==> src/rtl/lbmem_pkg.sv <==
// Shared types and width helpers for the lbmem line buffer.
package lbmem_pkg;

  typedef enum logic {FILL = 1'b0, STREAM = 1'b1} state_e;

  function automatic int clog2(input int v);
    int r;
    for (r = 0; (1 << r) < v; r++) begin end
    return r;
  endfunction

  // count must hold DEPTH itself, so it needs one bit more than an address
  function automatic int cnt_w(input int depth);
    return clog2(depth) + 1;
  endfunction

endpackage

==> src/rtl/lbmem_if.sv <==
// Producer/consumer bus of the line buffer; slave side is the buffer itself.
interface lbmem_if #(
  parameter int WIDTH = 16,
  parameter int DEPTH = 64
);
  import lbmem_pkg::*;
  localparam int CW = cnt_w(DEPTH);

  logic [WIDTH-1:0] wdata;
  logic             wen;
  logic             flush;
  logic             rdy;
  logic [WIDTH-1:0] rdata;
  logic             valid;
  logic             full;
  logic             overflow;
  logic [CW-1:0]    count;

  modport master (output wdata, wen, flush, rdy,
                  input  rdata, valid, full, overflow, count);
  modport slave  (input  wdata, wen, flush, rdy,
                  output rdata, valid, full, overflow, count);
endinterface

==> src/rtl/lbmem_ram.sv <==
// Simple dual-port storage: synchronous write, asynchronous read, no reset.
module lbmem_ram #(
  parameter int WIDTH = 16,
  parameter int DEPTH = 64,
  parameter int AW    = 6
) (
  input  logic             clk_i,
  input  logic             we_i,
  input  logic [AW-1:0]    waddr_i,
  input  logic [WIDTH-1:0] wdata_i,
  input  logic [AW-1:0]    raddr_i,
  output logic [WIDTH-1:0] rdata_o
);
  logic [WIDTH-1:0] mem [DEPTH];

  always_ff @(posedge clk_i) begin
    if (we_i) mem[waddr_i] <= wdata_i;
  end

  assign rdata_o = mem[raddr_i];
endmodule

==> src/rtl/lbmem_n.sv <==
// Line-buffer control: holds output silent until LAG words are buffered,
// then streams under valid/rdy and drains to empty before re-arming.
module lbmem_n
  import lbmem_pkg::*;
#(
  parameter int WIDTH = 16,
  parameter int DEPTH = 64,
  parameter int LAG   = 8
) (
  input logic    CLK,
  input logic    RESETN,
  lbmem_if.slave bus
);
  localparam int AW = clog2(DEPTH);
  localparam int CW = cnt_w(DEPTH);

  state_e        state_q, state_d;
  logic [CW-1:0] count_q, count_d, cnt_acc;
  logic [AW-1:0] waddr_q, waddr_d, raddr;
  logic          ovf_q, ovf_d;
  logic          valid, full, fire, acc;

  always_ff @(posedge CLK or negedge RESETN) begin
    if (!RESETN) state_q <= FILL;
    else         state_q <= state_d;
  end

  always_comb begin
    cnt_acc = count_q + CW'(acc);
    count_d = cnt_acc - CW'(fire);
    state_d = state_q;
    unique case (state_q)
      FILL:    if (cnt_acc >= CW'(LAG)) state_d = STREAM;
      STREAM:  if (count_d == '0)       state_d = FILL;
      default: state_d = FILL;
    endcase
    if (bus.flush) begin
      state_d = FILL;
      count_d = '0;
    end
  end

  // A full buffer still accepts a write when the oldest slot is read out
  // in the same cycle: the new word lands in the slot being vacated.
  always_comb begin
    full  = (count_q == CW'(DEPTH));
    valid = (state_q == STREAM) && (count_q != '0);
    fire  = valid & bus.rdy;
    acc   = bus.wen & ~bus.flush & (~full | fire);
  end

  assign waddr_d = acc ? waddr_q + AW'(1) : waddr_q;
  assign ovf_d   = bus.flush ? 1'b0 : (ovf_q | (bus.wen & full & ~fire));
  assign raddr   = waddr_q - count_q[AW-1:0];

  always_ff @(posedge CLK or negedge RESETN) begin
    if (!RESETN) begin
      count_q <= '0;
      waddr_q <= '0;
      ovf_q   <= 1'b0;
    end else begin
      count_q <= count_d;
      waddr_q <= waddr_d;
      ovf_q   <= ovf_d;
    end
  end

  lbmem_ram #(.WIDTH(WIDTH), .DEPTH(DEPTH), .AW(AW)) u_ram (
    .clk_i   (CLK),
    .we_i    (acc),
    .waddr_i (waddr_q),
    .wdata_i (bus.wdata),
    .raddr_i (raddr),
    .rdata_o (bus.rdata)
  );

  assign bus.valid    = valid;
  assign bus.full     = full;
  assign bus.overflow = ovf_q;
  assign bus.count    = count_q;
endmodule

==> src/flat_wrapper.sv <==
// flat-port wrapper written by rule: the top's interface ports become plain ports
module lbmem_n_flat import lbmem_pkg::*;
#(
  parameter int WIDTH = 16,
  parameter int DEPTH = 64,
  parameter int LAG   = 8
)
  (CLK, RESETN, bus_wdata, bus_wen, bus_flush, bus_rdy, bus_rdata, bus_valid, bus_full, bus_overflow, bus_count);
  lbmem_if #(.WIDTH(WIDTH), .DEPTH(DEPTH)) bus_i ();
  input logic CLK;
  input logic RESETN;
  input wire logic [$bits(bus_i.wdata)-1:0] bus_wdata;
  input wire logic [$bits(bus_i.wen)-1:0] bus_wen;
  input wire logic [$bits(bus_i.flush)-1:0] bus_flush;
  input wire logic [$bits(bus_i.rdy)-1:0] bus_rdy;
  output wire logic [$bits(bus_i.rdata)-1:0] bus_rdata;
  output wire logic [$bits(bus_i.valid)-1:0] bus_valid;
  output wire logic [$bits(bus_i.full)-1:0] bus_full;
  output wire logic [$bits(bus_i.overflow)-1:0] bus_overflow;
  output wire logic [$bits(bus_i.count)-1:0] bus_count;
  assign bus_i.wdata = bus_wdata;
  assign bus_i.wen = bus_wen;
  assign bus_i.flush = bus_flush;
  assign bus_i.rdy = bus_rdy;
  assign bus_rdata = bus_i.rdata;
  assign bus_valid = bus_i.valid;
  assign bus_full = bus_i.full;
  assign bus_overflow = bus_i.overflow;
  assign bus_count = bus_i.count;
  lbmem_n #(.WIDTH(WIDTH), .DEPTH(DEPTH), .LAG(LAG)) u_core (.CLK(CLK), .RESETN(RESETN), .bus(bus_i));
endmodule
==> config.mk <==
export PLATFORM = sky130hd
export DESIGN_NAME = lbmem_n_flat
export DESIGN_NICKNAME = d
export VERILOG_FILES = /design/src/rtl/lbmem_pkg.sv /design/src/rtl/lbmem_if.sv /design/src/rtl/lbmem_ram.sv /design/src/rtl/lbmem_n.sv /design/src/flat_wrapper.sv
export SDC_FILE = /design/constraint.sdc
export NUM_CORES = 1
export LEC_CHECK = 0
export ABC_AREA = 0
export CAP_MARGIN = 10
export CORE_MARGIN = 4
export CORE_UTILIZATION = 40
export CTS_CLUSTER_DIAMETER = 150
export DETAILED_ROUTE_END_ITERATION = 12
export GPL_ROUTABILITY_DRIVEN = 0
export HOLD_SLACK_MARGIN = 0.06
export PLACE_DENSITY = 0.53
export SLEW_MARGIN = 5
export SYNTH_ARGS = -nofsm -noshare
export SYNTH_HDL_FRONTEND = slang
export SYNTH_SLANG_ARGS = --single-unit
==> constraint.sdc <==
create_clock -name CLK -period 5.8 [get_ports CLK]
set_clock_uncertainty 0.15 [all_clocks]
set_input_delay 0.87 -clock CLK [delete_from_list [all_inputs] [get_ports CLK]]
set_output_delay 0.87 -clock CLK [all_outputs]
set_load 0.05 [all_outputs]
==> results of run 1 <==
## cell usage after synthesis (2+ instances only)
library cell and instances:
edfxtp_1 1024, o221ai_2 10, nor2b_1 4, and3_1 4, buf_6 4, nor2_1 84, dfrtp_1 15, mux2i_1 49
a21oi_1 3, ha_1 10, xnor2_1 14, buf_4 21, nand4_1 5, o31ai_1 2, nor3b_1 2, clkbuf_1 46
nand3_1 51, mux4_2 256, and2_1 5, nand3b_1 18, o21ai_0 34, buf_1 12, nand2_1 239, o221ai_1 7
inv_1 8, buf_2 29, nor3_1 4, xor2_1 6, or3b_2 2, a32oi_1 18, a31oi_1 2
## sequential cells by signal, summed over array words and instances, names as in the netlist
register / count
u_core.u_ram.mem: 1024
u_core.bus.count: 7
u_core.waddr_q: 6
u_core.bus.overflow: 1
u_core.state_q: 1
## what timing repair did
item,in CTS,in global routing
setup endpoints to repair,1,3
gates resized for setup,1,3
pin swaps,0,0
## final timing paths
check / cells past startpoint / end / start
min in group asynchronous: 1 / u_core.waddr_q[3]$_DFFE_PN0P_ / RESETN
worst max-delay path: 11 / bus_rdata[10] / u_core.waddr_q[0]$_DFFE_PN0P_
worst min register to register: 2 / u_core.bus.overflow$_DFF_PN0_ / u_core.bus.overflow$_DFF_PN0_
max in group asynchronous: 1 / u_core.waddr_q[2]$_DFFE_PN0P_ / RESETN
worst max register to register: 11 / u_core.bus.count[5]$_DFF_PN0_ / u_core.bus.count[5]$_DFF_PN0_
worst min-delay path: 2 / u_core.bus.overflow$_DFF_PN0_ / u_core.bus.overflow$_DFF_PN0_
## worst max-delay path, cell delays in order, from the launching register on
cell	delay, ps
dfrtp_1	410
inv_1	160
ha_4	150
inv_1	40
fa_4	840
buf_12	300
mux4_2	360
mux2i_1	370
mux2i_1	350
a32oi_1	450
o221ai_2	240
buf_4	250
## area by class of cell
cell class | count | area [um^2]
fillers | 8540 | 53600
flip-flops and latches | 1039 | 31100
multi-input cells | 849 | 9200
clock buffers | 133 | 2860
well taps | 1357 | 1700
repair buffers | 172 | 1500
clock inverters | 66 | 666
inverters | 8 | 30.0
diodes | 2 | 5.00
## power breakdown
| group | internal (W) | leakage, nW | switching (W) | total [W] |
|---|---|---|---|---|
| Clock | 0.00396 | 1.70 | 0.00288 | 0.00684 |
| Combinational | 0.00403 | 4.01 | 0.00665 | 0.0107 |
| Sequential | 0.00839 | 9.40 | 0.0000783 | 0.00847 |
| Total | 0.0164 | 15.1 | 0.00960 | 0.0260 |
## logic make-up after synthesis
group / Yosys count
compound gates: 84
mux: 306
simple gates: 428
buf+inv: 121
fa+ha+maj: 11
flops: 1039
xor+xnor: 20
## per-stage QoR
step	cells	hold slack, ps	util
6_report	3626	371	0.467
5_1_grt	3624	394	0.467
4_1_cts	3624	386	0.467
3_5_place_dp	3425	372	0.432
3_3_place_gp	3425	338	0.432
2_1_floorplan	2009	399	-
## per-layer routing
metal | up-vias | track usage | routed length (um)
li1 | 8540 | - | -
met1 | 10600 | 0.264 | 43700
met2 | 572 | 0.310 | 49500
met3 | 164 | 0.0408 | 6390
met4 | 0 | 0.0537 | 2880
met5 | - | 0 | 0
==> flow_summary.json, run 1 <==
{
  "outcome": "finished, final reports clean",
  "synth.area.top_cells": "edfxtp_1, mux4_2, nand2_1",
  "die_area_um2": 107000,
  "syn_area_um2": 40900,
  "vdd_drop_max_uv": 1130,
  "fin_nets": 2212,
  "synth_seq_cells": 1039,
  "p_leak_nw": 15.1,
  "cp-start-kind": "flip-flop",
  "final_antenna_net_count": 0,
  "grt_use_total": 0.191,
  "fp.dieW_um": 328,
  "die_y_um": 328,
  "clockRootBuffer": "clkbuf_16",
  "synth_edf_count": 1024,
  "synth_top_family_by_area": "multiplexers",
  "synth_compound_area_frac": 0.0163,
  "final_common_cell": "edfxtp_1",
  "numPortBuffers": 46,
  "initial_utilization": 0.406,
  "dpl.hpwl_um": 57000,
  "wl_per_cell_um": 28.3,
  "grt_antenna_before_repair": 3,
  "period_share": 0.980,
  "cts.clk_slew.worst_paths_ps": 60,
  "yosys.area.top_type": "edfxtp_1",
  "first_iter_violations": 1855,
  "critPathRequiredTime_ps": 4780,
  "critPathKind": "reg2out",
  "postCtsHoldBufs": 0,
  "post-route-drc-count": 0,
  "cts_tree": "built",
  "syn-num-nets": 2041,
  "ys_seq_area_frac": 0.762,
  "clockBufferDepth": 3,
  "final_cell_area_um2": 47100,
  "first_pass_iters": 6,
  "drive_gt1_frac": 0.263,
  "holdCritPathClass": "reg2reg",
  "final_cell_mix": "edfxtp_1, mux4_2, nand2_1, buf_4, clkbuf_16",
  "hold_violations": 0,
  "rows": 116,
  "rsz0062_at_grt": "false",
  "cp_max_fo": 48,
  "worstSkewPairLatency_ps": 690,
  "cts_buffers": 110,
  "cts_setup_buffers": 0,
  "async_reset_ff_frac": 0.0144,
  "dp_slack_ps": 734,
  "grt_max_degree": 113,
  "gr-total-overflow": 0,
  "fin_setup_tns_ps": 0,
  "cp.arrival_ps": 4660,
  "cts.sinks": 1039,
  "relSlewSlack": 0.301,
  "routed_wl_um": 102000,
  "synth_xor_area_frac": 0.00429,
  "vias": 19900,
  "maxCapViolations": 0,
  "synth-simple-area-share": 0.0459,
  "worstMarginPinSlew_ps": 1050,
  "io_pins": 47,
  "total_power_w": 0.0260,
  "yosysUniqueCellTypes": 52,
  "grt_pass1_vias": 20500,
  "placed_area_um2": 43500,
  "synth-main-ff-cell": "edfxtp_1",
  "core_area_um2": 101000,
  "slew_viol_final": 0,
  "timing.final.ws_setup_ps": 117,
  "muxShareOfSynthArea": 0.153,
  "synth_top_area_share": 0.753,
  "synthCells": 2009,
  "yosysWarnings": 0,
  "period_minus_slack_ps": 5680,
  "setup_viol": 0,
  "crit_path_end_kind": "primary output",
  "p_per_area_nw_per_um2": 552,
  "avgSynthCellArea_um2": 20.3,
  "max_freq_ghz": 0.176,
  "synthAdderAreaFrac": 0.00355,
  "viasPerCell": 5.48,
  "area_growth_pct": 15.2,
  "htree_levels": 3,
  "r2r_slack_ps": 2170,
  "grt_pass1_wl_um": 148000
}
Power figures use the tool's default switching activity.
==> inputs of run 2 (changes only) <==
--- a/config.mk
+++ b/config.mk
@@ -9,12 +9,12 @@
 export CAP_MARGIN = 10
 export CORE_MARGIN = 4
 export CORE_UTILIZATION = 40
-export CTS_CLUSTER_DIAMETER = 150
+export CTS_CLUSTER_DIAMETER = 50
 export DETAILED_ROUTE_END_ITERATION = 12
 export GPL_ROUTABILITY_DRIVEN = 0
 export HOLD_SLACK_MARGIN = 0.06
 export PLACE_DENSITY = 0.53
-export SLEW_MARGIN = 5
+export SLEW_MARGIN = 20
 export SYNTH_ARGS = -nofsm -noshare
 export SYNTH_HDL_FRONTEND = slang
 export SYNTH_SLANG_ARGS = --single-unit
==> flow_summary.json, run 2 (same netlist as run 1, synthesis figures left out) <==
{
  "seqPwrFrac": 0.321,
  "grt_max_degree": 113,
  "intPower_w": 0.0167,
  "timing.final.ws_setup_ps": 98.5,
  "htree_levels": 3,
  "fillers": 8508,
  "setup_viol": 0,
  "slew_viol_final": 0,
  "outcome": "finished, final reports clean",
  "cts.clk_slew.worst_paths_ps": 50,
  "p_per_area_nw_per_um2": 557,
  "holdCritPathClass": "reg2reg",
  "use_met1": 0.264,
  "fin_setup_tns_ps": 0,
  "dpl.hpwl_um": 57000,
  "die_y_um": 328,
  "dp_slack_ps": 734,
  "routed_wl_um": 103000,
  "cts.sinks": 1039,
  "grtUsageMet2": 0.312,
  "p_sw_w": 0.00970,
  "io_pins": 47,
  "first_iter_violations": 1880,
  "cp.arrival_ps": 4680,
  "grt_use_total": 0.191,
  "clockBufferDepth": 3,
  "grt_antenna_before_repair": 3,
  "r2r_slack_ps": 2190,
  "cts_buffers": 119,
  "largest_register_ffs": 1024,
  "relSlewSlack": 0.283,
  "period_share": 0.983,
  "core_area_um2": 101000,
  "cts_setup_buffers": 0,
  "critPathRequiredTime_ps": 4780,
  "worstSkewPairLatency_ps": 690,
  "rsz0062_at_grt": "false",
  "worstMarginPinSlew_ps": 1070,
  "crit_path_end_kind": "primary output",
  "p_leak_nw": 15.2,
  "total_power_w": 0.0264,
  "numPortBuffers": 46,
  "final_antenna_net_count": 0,
  "clockRootBuffer": "clkbuf_16",
  "cts_tree": "built",
  "viasPerCell": 5.50,
  "critPathKind": "reg2out",
  "combPwrFrac": 0.406,
  "top_usage_layer": "met2",
  "fp.dieW_um": 328,
  "hold_violations": 0,
  "grt_pass1_vias": 20600,
  "cp_max_fo": 48,
  "cp-start-kind": "flip-flop",
  "drive_gt1_frac": 0.267,
  "initial_utilization": 0.406,
  "grt_pass1_wl_um": 148000,
  "sw_frac_of_total": 0.368,
  "met3_usage": 0.0406,
  "placed_area_um2": 43500,
  "gr-total-overflow": 0,
  "first_pass_iters": 5,
  "maxCapViolations": 0,
  "vdd_drop_max_uv": 1200,
  "max_freq_ghz": 0.175,
  "area_growth_pct": 15.9,
  "p_clk_frac": 0.274,
  "post-route-drc-count": 0,
  "period_minus_slack_ps": 5700,
  "top_register": "u_core.u_ram.mem",
  "vias": 20000,
  "fin_nets": 2221,
  "wl_per_cell_um": 28.2,
  "final_cell_area_um2": 47400,
  "final_common_cell": "edfxtp_1",
  "rows": 116,
  "die_area_um2": 107000,
  "final_cell_mix": "edfxtp_1, mux4_2, nand2_1, buf_4, clkbuf_16"
}
-- run 2: changes by cell type in the layout (fill, tap and decap cells not counted), sizes merged --
cell | previous run | this run
clkbuf | 133 | 146
clkinv | 47 | 40
inv | 11 | 17
clkinvlp | 6 | 9
diode | 2 | 1
-- run 2: through the flow --
| step | hold WS (ps) | instances | utilization |
|---|---|---|---|
| after floorplan | 399 | 2009 | - |
| after global placement | 338 | 3425 | 0.432 |
| after detailed placement | 372 | 3425 | 0.432 |
| after CTS | 384 | 3639 | 0.470 |
| after global routing | 392 | 3639 | 0.470 |
| final | 369 | 3640 | 0.470 |
-- run 2: area by class of cell --
cell class | instances | area, um^2 | area share
Antenna cell | 1 | 2.50 | 0.0000528
Sequential cell | 1039 | 31100 | 0.657
Inverter | 8 | 30.0 | 0.000634
Timing Repair Buffer | 172 | 1500 | 0.0316
Clock buffer | 146 | 3120 | 0.0659
Clock inverter | 68 | 693 | 0.0146
Tap cell | 1357 | 1700 | 0.0358
Multi-Input combinational cell | 849 | 9200 | 0.194
-- run 2: metal layers --
metal / share of wire / vias to the layer above / wire length, um
met2: 0.49 / 620 / 49900
met3: 0.065 / 155 / 6670
li1: - / 8550 / -
met4: 0.026 / 0 / 2630
met1: 0.42 / 10700 / 43500
met5: 0 / - / 0
-- run 2: worst paths after layout --
| path | cells past startpoint | start | end |
|---|---|---|---|
| min | 2 | u_core.bus.overflow$_DFF_PN0_ | u_core.bus.overflow$_DFF_PN0_ |
| min reg2reg | 2 | u_core.bus.overflow$_DFF_PN0_ | u_core.bus.overflow$_DFF_PN0_ |
| max reg2reg | 11 | u_core.bus.count[5]$_DFF_PN0_ | u_core.bus.count[5]$_DFF_PN0_ |
| max | 11 | u_core.waddr_q[0]$_DFFE_PN0P_ | bus_rdata[7] |
| min in group asynchronous | 1 | RESETN | u_core.waddr_q[3]$_DFFE_PN0P_ |
| max in group asynchronous | 1 | RESETN | u_core.waddr_q[2]$_DFFE_PN0P_ |
-- run 2: critical path: stages, from the launching register on --
cell,delay [ps]
dfrtp_1,410
inv_1,160
ha_4,150
inv_1,40
fa_4,840
buf_12,300
mux4_2,360
mux2i_1,340
mux2i_1,280
a32oi_1,590
o221ai_2,230
buf_4,240
-- run 2: power by group through the flow --
stage / combinational [W] / sequential (W) / clock (W)
2_1_floorplan: 0.00683 / 0.00858 / 0
4_1_cts: 0.0108 / 0.00847 / 0.00739
3_3_place_gp: 0.0108 / 0.00862 / 0
5_1_grt: 0.0113 / 0.00848 / 0.00774
6_report: 0.0107 / 0.00847 / 0.00722
3_5_place_dp: 0.0108 / 0.00863 / 0
-- run 2: repair_timing --
action	in CTS	in global routing
gates resized for setup	1	3
hold buffers	0	0
endpoints found under the setup margin	1	3
hold endpoints to repair	0	0
pin swaps	0	0
